File: src/rtl/sfp_cage_ctrl.sv
// Per-cage SFP management sequencer: pin synchronisation and debounce, insertion
// wait, TX_FAULT retry/lockout, and registered status outputs.
module sfp_cage_ctrl #(
    parameter int unsigned DEBOUNCE_CYC    = 1_000_000,
    parameter int unsigned INSERT_WAIT_CYC = 30_000_000,
    parameter int unsigned FAULT_HOLD_CYC  = 1_000,
    parameter int unsigned MAX_RETRIES     = 3
) (
    input  logic       clk,
    input  logic       rst_n,
    input  logic       mod_abs_i,
    input  logic       rxlos_i,
    input  logic       txflt_i,
    input  logic       en_i,
    input  logic [1:0] rate_sel_i,
    output logic       tx_dis_o,
    output logic [1:0] rs_o,
    output logic [2:0] state_o,
    output logic       link_up_o,
    output logic       fault_o,
    output logic [2:0] retry_cnt_o,
    output logic       insert_evt_o
);

    typedef enum logic [2:0] {
        ST_ABSENT      = 3'd0,
        ST_INIT_WAIT   = 3'd1,
        ST_TX_ON       = 3'd2,
        ST_LINK_UP     = 3'd3,
        ST_FAULT_RESET = 3'd4,
        ST_FAULT_LOCK  = 3'd5,
        ST_DISABLED    = 3'd6
    } state_e;

    localparam int unsigned DB_W     = (DEBOUNCE_CYC > 1) ? $clog2(DEBOUNCE_CYC) : 1;
    localparam int unsigned WAIT_MAX = (INSERT_WAIT_CYC > FAULT_HOLD_CYC) ? INSERT_WAIT_CYC
                                                                          : FAULT_HOLD_CYC;
    localparam int unsigned WT_W     = (WAIT_MAX > 1) ? $clog2(WAIT_MAX) : 1;

    // Bit 0 = mod_abs, bit 1 = rxlos, bit 2 = txflt.
    logic [2:0]            sync1_q, sync2_q;
    logic [1:0]            deb_q, deb_d;
    logic [1:0][DB_W-1:0]  dbcnt_q, dbcnt_d;

    state_e                state_q, state_d;
    logic [WT_W-1:0]       wait_q, wait_d;
    logic [2:0]            retry_q, retry_d;
    logic                  tx_dis_q, tx_dis_d;
    logic [1:0]            rs_q, rs_d;
    logic                  link_q, link_d;
    logic                  fault_q, fault_d;
    logic                  ins_q, ins_d;

    logic                  mod_abs_db, rxlos_db, txflt_s;

    assign mod_abs_db = deb_q[0];
    assign rxlos_db   = deb_q[1];
    assign txflt_s    = sync2_q[2];

    always_comb begin
        deb_d   = deb_q;
        dbcnt_d = '0;
        for (int unsigned i = 0; i < 2; i++) begin
            if (sync2_q[i] != deb_q[i]) begin
                if (dbcnt_q[i] == DB_W'(DEBOUNCE_CYC - 1)) begin
                    deb_d[i] = sync2_q[i];
                end else begin
                    dbcnt_d[i] = dbcnt_q[i] + DB_W'(1);
                end
            end
        end
    end

    always_comb begin
        state_d = state_q;
        if (mod_abs_db) begin
            state_d = ST_ABSENT;
        end else if (!en_i && state_q != ST_ABSENT) begin
            state_d = ST_DISABLED;
        end else begin
            unique case (state_q)
                ST_ABSENT:      state_d = en_i ? ST_INIT_WAIT : ST_DISABLED;
                ST_INIT_WAIT:   if (wait_q == WT_W'(INSERT_WAIT_CYC - 1)) state_d = ST_TX_ON;
                ST_TX_ON:       if (txflt_s) state_d = ST_FAULT_RESET;
                                else if (!rxlos_db) state_d = ST_LINK_UP;
                ST_LINK_UP:     if (txflt_s) state_d = ST_FAULT_RESET;
                                else if (rxlos_db) state_d = ST_TX_ON;
                ST_FAULT_RESET: if (wait_q == WT_W'(FAULT_HOLD_CYC - 1))
                                    state_d = (retry_q == 3'(MAX_RETRIES)) ? ST_FAULT_LOCK
                                                                           : ST_TX_ON;
                ST_FAULT_LOCK:  state_d = ST_FAULT_LOCK;
                ST_DISABLED:    state_d = ST_INIT_WAIT;
                default:        state_d = ST_ABSENT;
            endcase
        end
    end

    // Outputs are registered from the next state so they line up with state_o.
    always_comb begin
        wait_d  = '0;
        retry_d = retry_q;
        if (state_d != state_q) begin
            if (state_d == ST_ABSENT || state_d == ST_DISABLED) begin
                retry_d = '0;
            end else if (state_d == ST_FAULT_RESET && retry_q != 3'(MAX_RETRIES)) begin
                retry_d = retry_q + 3'd1;
            end
        end else if (state_q == ST_INIT_WAIT || state_q == ST_FAULT_RESET) begin
            wait_d = wait_q + WT_W'(1);
        end
        tx_dis_d = !(state_d == ST_TX_ON || state_d == ST_LINK_UP);
        link_d   = (state_d == ST_LINK_UP);
        fault_d  = (state_d == ST_FAULT_LOCK);
        ins_d    = (state_q == ST_ABSENT) && (state_d == ST_INIT_WAIT);
        rs_d     = (state_d == ST_ABSENT) ? 2'b00 : rate_sel_i;
    end

    always_ff @(posedge clk or negedge rst_n) begin
        if (!rst_n) begin
            sync1_q  <= 3'b011;
            sync2_q  <= 3'b011;
            deb_q    <= '1;
            dbcnt_q  <= '0;
            state_q  <= ST_ABSENT;
            wait_q   <= '0;
            retry_q  <= '0;
            tx_dis_q <= 1'b1;
            rs_q     <= '0;
            link_q   <= 1'b0;
            fault_q  <= 1'b0;
            ins_q    <= 1'b0;
        end else begin
            sync1_q  <= {txflt_i, rxlos_i, mod_abs_i};
            sync2_q  <= sync1_q;
            deb_q    <= deb_d;
            dbcnt_q  <= dbcnt_d;
            state_q  <= state_d;
            wait_q   <= wait_d;
            retry_q  <= retry_d;
            tx_dis_q <= tx_dis_d;
            rs_q     <= rs_d;
            link_q   <= link_d;
            fault_q  <= fault_d;
            ins_q    <= ins_d;
        end
    end

    assign tx_dis_o     = tx_dis_q;
    assign rs_o         = rs_q;
    assign state_o      = state_q;
    assign link_up_o    = link_q;
    assign fault_o      = fault_q;
    assign retry_cnt_o  = retry_q;
    assign insert_evt_o = ins_q;

endmodule
File: config.mk
export PLATFORM = sky130hd
export DESIGN_NAME = sfp_cage_ctrl
export DESIGN_NICKNAME = d
export VERILOG_FILES = /design/src/rtl/sfp_cage_ctrl.sv
export SDC_FILE = /design/constraint.sdc
export NUM_CORES = 1
export LEC_CHECK = 0
export CELL_PAD_IN_SITES_DETAIL_PLACEMENT = 1
export CELL_PAD_IN_SITES_GLOBAL_PLACEMENT = 2
export CORE_ASPECT_RATIO = 1.2
export CORE_MARGIN = 4
export CORE_UTILIZATION = 39
export DETAILED_ROUTE_END_ITERATION = 8
export GPL_TIMING_DRIVEN = 0
export PLACE_DENSITY = 0.85
export SLEW_MARGIN = 25
export SYNTH_ARGS = -nofsm -noshare
export SYNTH_HDL_FRONTEND = slang
export SYNTH_SLANG_ARGS = --single-unit
File: constraint.sdc
create_clock -name clk -period 3.4 [get_ports clk]
set_input_delay 0.68 -clock clk [delete_from_list [all_inputs] [get_ports clk]]
set_output_delay 0.68 -clock clk [all_outputs]
set_load 0.02 [all_outputs]
# == Yosys cells after proc, flatten, opt, wreduce, memory -nomap -nowiden ==
# Index checks and enable logic that the tools add are counted.
# word_totals
regBits,85
in_bits,8
output_inout_bits,12
word_cells,74
# op_classes
addsub,4
n_eq_ne,21
muxes,20
n_reduce_logical,15
# ops
cell,count
2-to-1 mux 20 bit,4
2-to-1 mux 25 bit,2
"adder 20 x 1 -> 20 bit, second input constant",2
"equality test 20 bit, second input constant",2
2-to-1 mux 3 bit,12
"adder 25 x 1 -> 25 bit, second input constant",1
"equality test 25 x 10 -> 1 bit, second input constant",1
"equality test 25 bit, second input constant",1
case mux 3 bit (7 select lines),1
"equality test 3 bit, second input constant",6
"equality test 3 x 2 -> 1 bit, second input constant",5
"equality test 3 x 1 -> 1 bit, second input constant",2
logical NOT 3 bit,2
AND reduction 2 bit,3
"adder 3 x 1 -> 3 bit, second input constant",1
logical AND 1 bit,3
logical OR 1 bit,3
"!= test 3 x 2 -> 1 bit, second input constant",1
!= test 3 bit,1
nonzero test 3 bit,1
logical NOT 1 bit,2
2-to-1 mux 2 bit,1
!= test 1 bit,2
nonzero test 2 bit,1

# == Longest topological paths before layout ==
# logic_depth
word_depth,10
ltp_mapped,8
depth_no_buf,8

# == Least setup slack after synthesis ==
# Ideal clock, no wire load.
# synth_path
kind,reg2reg
start,reg wait_q[0]
end,reg wait_q[5]
setup_ns,0.101
arrival_ns,2.541
required_ns,3.299
setup_slack_ns,0.758
path_stages_with_launch,9
path_buffers,1
period_less_slack_ns,2.642
cell_sequence,dfrtp_1 -> ha_1 -> nor4bb_1 -> nand4_1 -> or4_1 -> a311o_1 -> mux2i_4 -> buf_6 -> nor4_1
# synth_between
elab_chain_cells,7
elab_cells_between_ends,11
# synth_lines
item,line,source
"start, declared",46,"logic [WT_W-1:0] wait_q, wait_d;"
"start signal, assigned",138,wait_q <= wait_d;
equality test 25 x 10 -> 1 bit / equality test 25 bit (equally long branches),"88, 83",
"2-to-1 mux 3 bit, on equally long branches","88, 83",
case mux 3 bit (7 select lines),81,unique case (state_q)
2-to-1 mux 3 bit,78,end else if (!en_i && state_q != ST_ABSENT) begin
2-to-1 mux 3 bit,76,if (mod_abs_db) begin
!= test 3 bit,102,if (state_d != state_q) begin
2-to-1 mux 25 bit *,102,
net wait_d[5],46,
# Mark *: on every way through the listed nets, which the timed path passes. The rest lies on a longest branch.
# A chain may end at the register's enable or synchronous reset.

# == Worst setup path in the final report ==
# layout_path
start,reg wait_q[0]
end,reg wait_q[12]
# Same word-level chain as after synthesis.

==> summary.md <==
| Metric | Value |
|---|---|
| Post-CTS setup buffer count | `0` |
| Drt drc | `0` |
| Ranking of synthesized cells by area | `dfrtp_1 (46%), xnor2_1 (8.0%), nor2_1 (5.9%)` |
| Worst-Margin Slew | `771 ps` |
| Max-cap violations | `0` |
| Area growth syn-to-layout | `15.9%` |
| Worst relative slew slack | `47.3%` |
| Worst Path Required | `3620 ps` |
| Die W | `103 µm` |
| GRT Overall Usage | `18.1%` |
| Share of the synthesized area in the top cell type | `45.8%` |
| Setup CP Type | `reg -> reg` |
| Max-slew violations | `0` |
| DRT iter0 DRCs | `137` |
| Clk_lat worst skew | `340 ps` |
| I/O Buffers | `19` |
| Crit-path cells | `ha_1 -> nor4bb_1 -> nand4_1 -> or4_1 -> a311o_1 -> mux2i_4 -> buf_6 -> nor4_1` |
| Die area | `0.0127 mm²` |
| Period utilization | `91.7%` |
| Endpoints failing hold | `0` |
| Worst path slowest cell | `or4_1` |
| Starting Density | `40.1%` |
| FMAX | `321 MHz` |
| Detailed-route via count | `3301` |
| Drt first pass iters | `4` |
| Longest Clk Path Bufs | `2` |
| Worst EP arrival | `3340 ps` |
| Routed WL | `10300 µm` |
| Vias in the first global route | `3522` |
| CP peak stage delay | `530 ps` |
| Placed Cells | `585` |
| Initial antenna violation count | `0` |
| Reg area | `0.00214 mm²` |
| CTS clock-pin slew for the worst setup and hold paths | `60 ps` |
| First-pass GRT wire length | `17900 µm` |
| Cell Area, Synth | `0.00426 mm²` |
| Crit path launch type | `register` |
| IR drop worst, VDD | `219 µV` |
| Die H | `123 µm` |
| Pwr Total | `2.28 mW` |
| Core area | `0.0106 mm²` |
| Status | `finished clean` |
| Largest net degree at the start of global routing | `45` |
| Post-CTS sizing | `0` |
| Clock root buffer | `clkbuf_16` |
| Setup crit end kind | `register` |
| Worst clock skew | `7.21 ps` |
| Main synth FF type | `dfrtp_1` |
| Syn Inst Count | `436` |
| Sum Neg Setup Slack | `0 ps` |
| Inserted Diodes | `0` |
| FF-to-FF setup slack | `280 ps` |
| Multi-input gate area | `0.00197 mm²` |
| Yosys cell types | `50` |
| Top cell type by total area after synthesis | `dfrtp_1` |
| Pwr/cell area | `461 mW/mm²` |
| Synthesized net count | `449` |
| Io pins | `20` |
| Clock sink total | `85` |
| Share of layout cells above drive strength 1 | `6.57%` |
| Placement row count | `41` |
| Detailed Place HPWL | `7140 µm` |
| CTS tree | `yes` |
| Final Setup Violations | `0` |
| Worst-path maximum fanout | `10` |
| Number of synthesized flops with an enable pin | `0` |
| Htree depth | `3` |
| Register area share after synthesis | `50.1%` |
| CTS Buf Count | `9` |
| Antenna Nets Post-Route | `0` |
| Tightest Hold Check Type | `in -> async` |
| Post-route non-filler standard cell count | `601` |
| Yosys reg bits | `85` |
| Final net count | `480` |
| Mean area per synthesized cell | `9.77 µm²` |
| Lkg Pwr | `1.90 nW` |
| Overflow after GRT | `0` |
| Asr flop ratio synth | `100%` |
| RSZ-0062 raised after global routing | `false` |
| Placer Congestion | `0.816` |
| FILL cells | `1202` |
| Tmin final | `3120 ps` |
| Post-DR vias/cell | `5.49` |
| Hold buffers post-CTS | `0` |
| Routed length per instance | `17.2 µm` |
| Yosys Warn Count | `0` |
==> cell usage in the layout (no fill, tap or decap), drive strengths merged, types with 2 or more instances in the layout <==
cell	netlist	layout
dfstp	7	7
o31a	3	3
ha	5	5
inv	22	22
and2	6	6
nor2	67	67
o22ai	3	3
a211oi	3	3
nor4b	3	3
a21oi	2	2
nand2b	4	4
clkinv	0	3
xor2	21	21
nor3	16	16
clkdlybuf4s50	0	18
nand4	12	12
nand3	24	24
nor4	36	36
dfrtp	78	78
o31ai	3	3
or2	3	3
o21ai	7	7
nand2	25	25
buf	4	6
or3	2	2
xnor2	39	39
mux2i	2	2
clkbuf	11	23
and3	3	3
nor2b	3	3
and4	7	7
==> final cells by class <==
cell class,instances,share of cell area (%)
buffer,15,1.44
inverter,22,1.67
sequential,85,43.3
clock buffer,12,4.99
tap,129,3.27
timing repair buffer,20,4.43
clock inverter,4,0.988
multi-input combinational,314,39.9
==> metal layers <==
metal  wire, µm  GRT usage, %  part of all wire [%]  vias up
met5          0             0                     0        -
met4        178          7.29                   1.7        0
met3        206          2.67                   2.0       11
met2       5270          29.2                    51       31
met1       4680          24.3                    45     1673
li1           -             -                     -     1586
==> sequential cells by signal, summed over array words and instances, names as in the netlist <==
register	cells
sync1_q	3
link_up_o	1
retry_cnt_o	3
dbcnt_q	40
wait_q	25
state_o	3
tx_dis_o	1
deb_q	2
rs_o	2
fault_o	1
insert_evt_o	1
sync2_q	3
==> critical path, delay by kind of cell (launching register included) <==
kind	cells	cell delay (ps)
AO/OA/AOI/OAI	1	450
AND/OR/NAND/NOR	4	1390
flip-flops	1	390
buffers and inverters	1	220
multiplexers	1	280
adder cells (fa/ha/maj)	1	250
==> cell families (layout without fill, tap and decap cells) <==
logic type | after synthesis | count (layout) | synth area share, %
and+or+nand+nor | 219 | 219 | 27.0
DFF | 85 | 85 | 50.1
xor gates and xnor gates | 60 | 60 | 12.3
buffers and inverters | 37 | 73 | 3.61
AOI/OAI and AO/OA | 27 | 27 | 4.40
adders and majority gates | 5 | 5 | 1.47
muxes | 3 | 3 | 1.03
==> synthesized netlist by cell type (all sizes together) (5+ instances only) <==
library cell and instances:
and2 6, and4 7, clkbuf 11, dfrtp 78, dfstp 7, ha 5, inv 22, nand2 25
nand3 24, nand4 12, nor2 67, nor3 16, nor4 36, o21ai 7, xnor2 39, xor2 21
==> power breakdown <==
| part | internal [mW] | switching (mW) |
|---|---|---|
| Clock | 0.588 | 0.396 |
| Combinational | 0.0882 | 0.144 |
| Sequential | 1.04 | 0.0232 |
==> final timing paths <==
| kind | startpoint | to | cells past startpoint |
|---|---|---|---|
| hold / removal | rst_n | dbcnt_q[34] | 1 |
| hold reg to reg | sync1_q[1] | sync2_q[1] | 0 |
| setup / recovery | wait_q[0] | wait_q[12] | 8 |
| max in group asynchronous | rst_n | tx_dis_o | 2 |
| setup reg to reg | wait_q[0] | wait_q[12] | 8 |
| min in group clk | sync1_q[1] | sync2_q[1] | 0 |
==> per-stage QoR <==
step                      util [%]  hold slack, ps  instance area, µm²  setup slack, ps
after global routing          46.5             280                4940             29.8
after CTS                     46.5             264                4940              294
after floorplan                  -             331                4260              758
final                         46.5             250                4940              283
after detailed placement      43.7             349                4640              181
after global placement        43.4             346                4610            -1480
No activity file was read; power rests on OpenSTA's default activity.
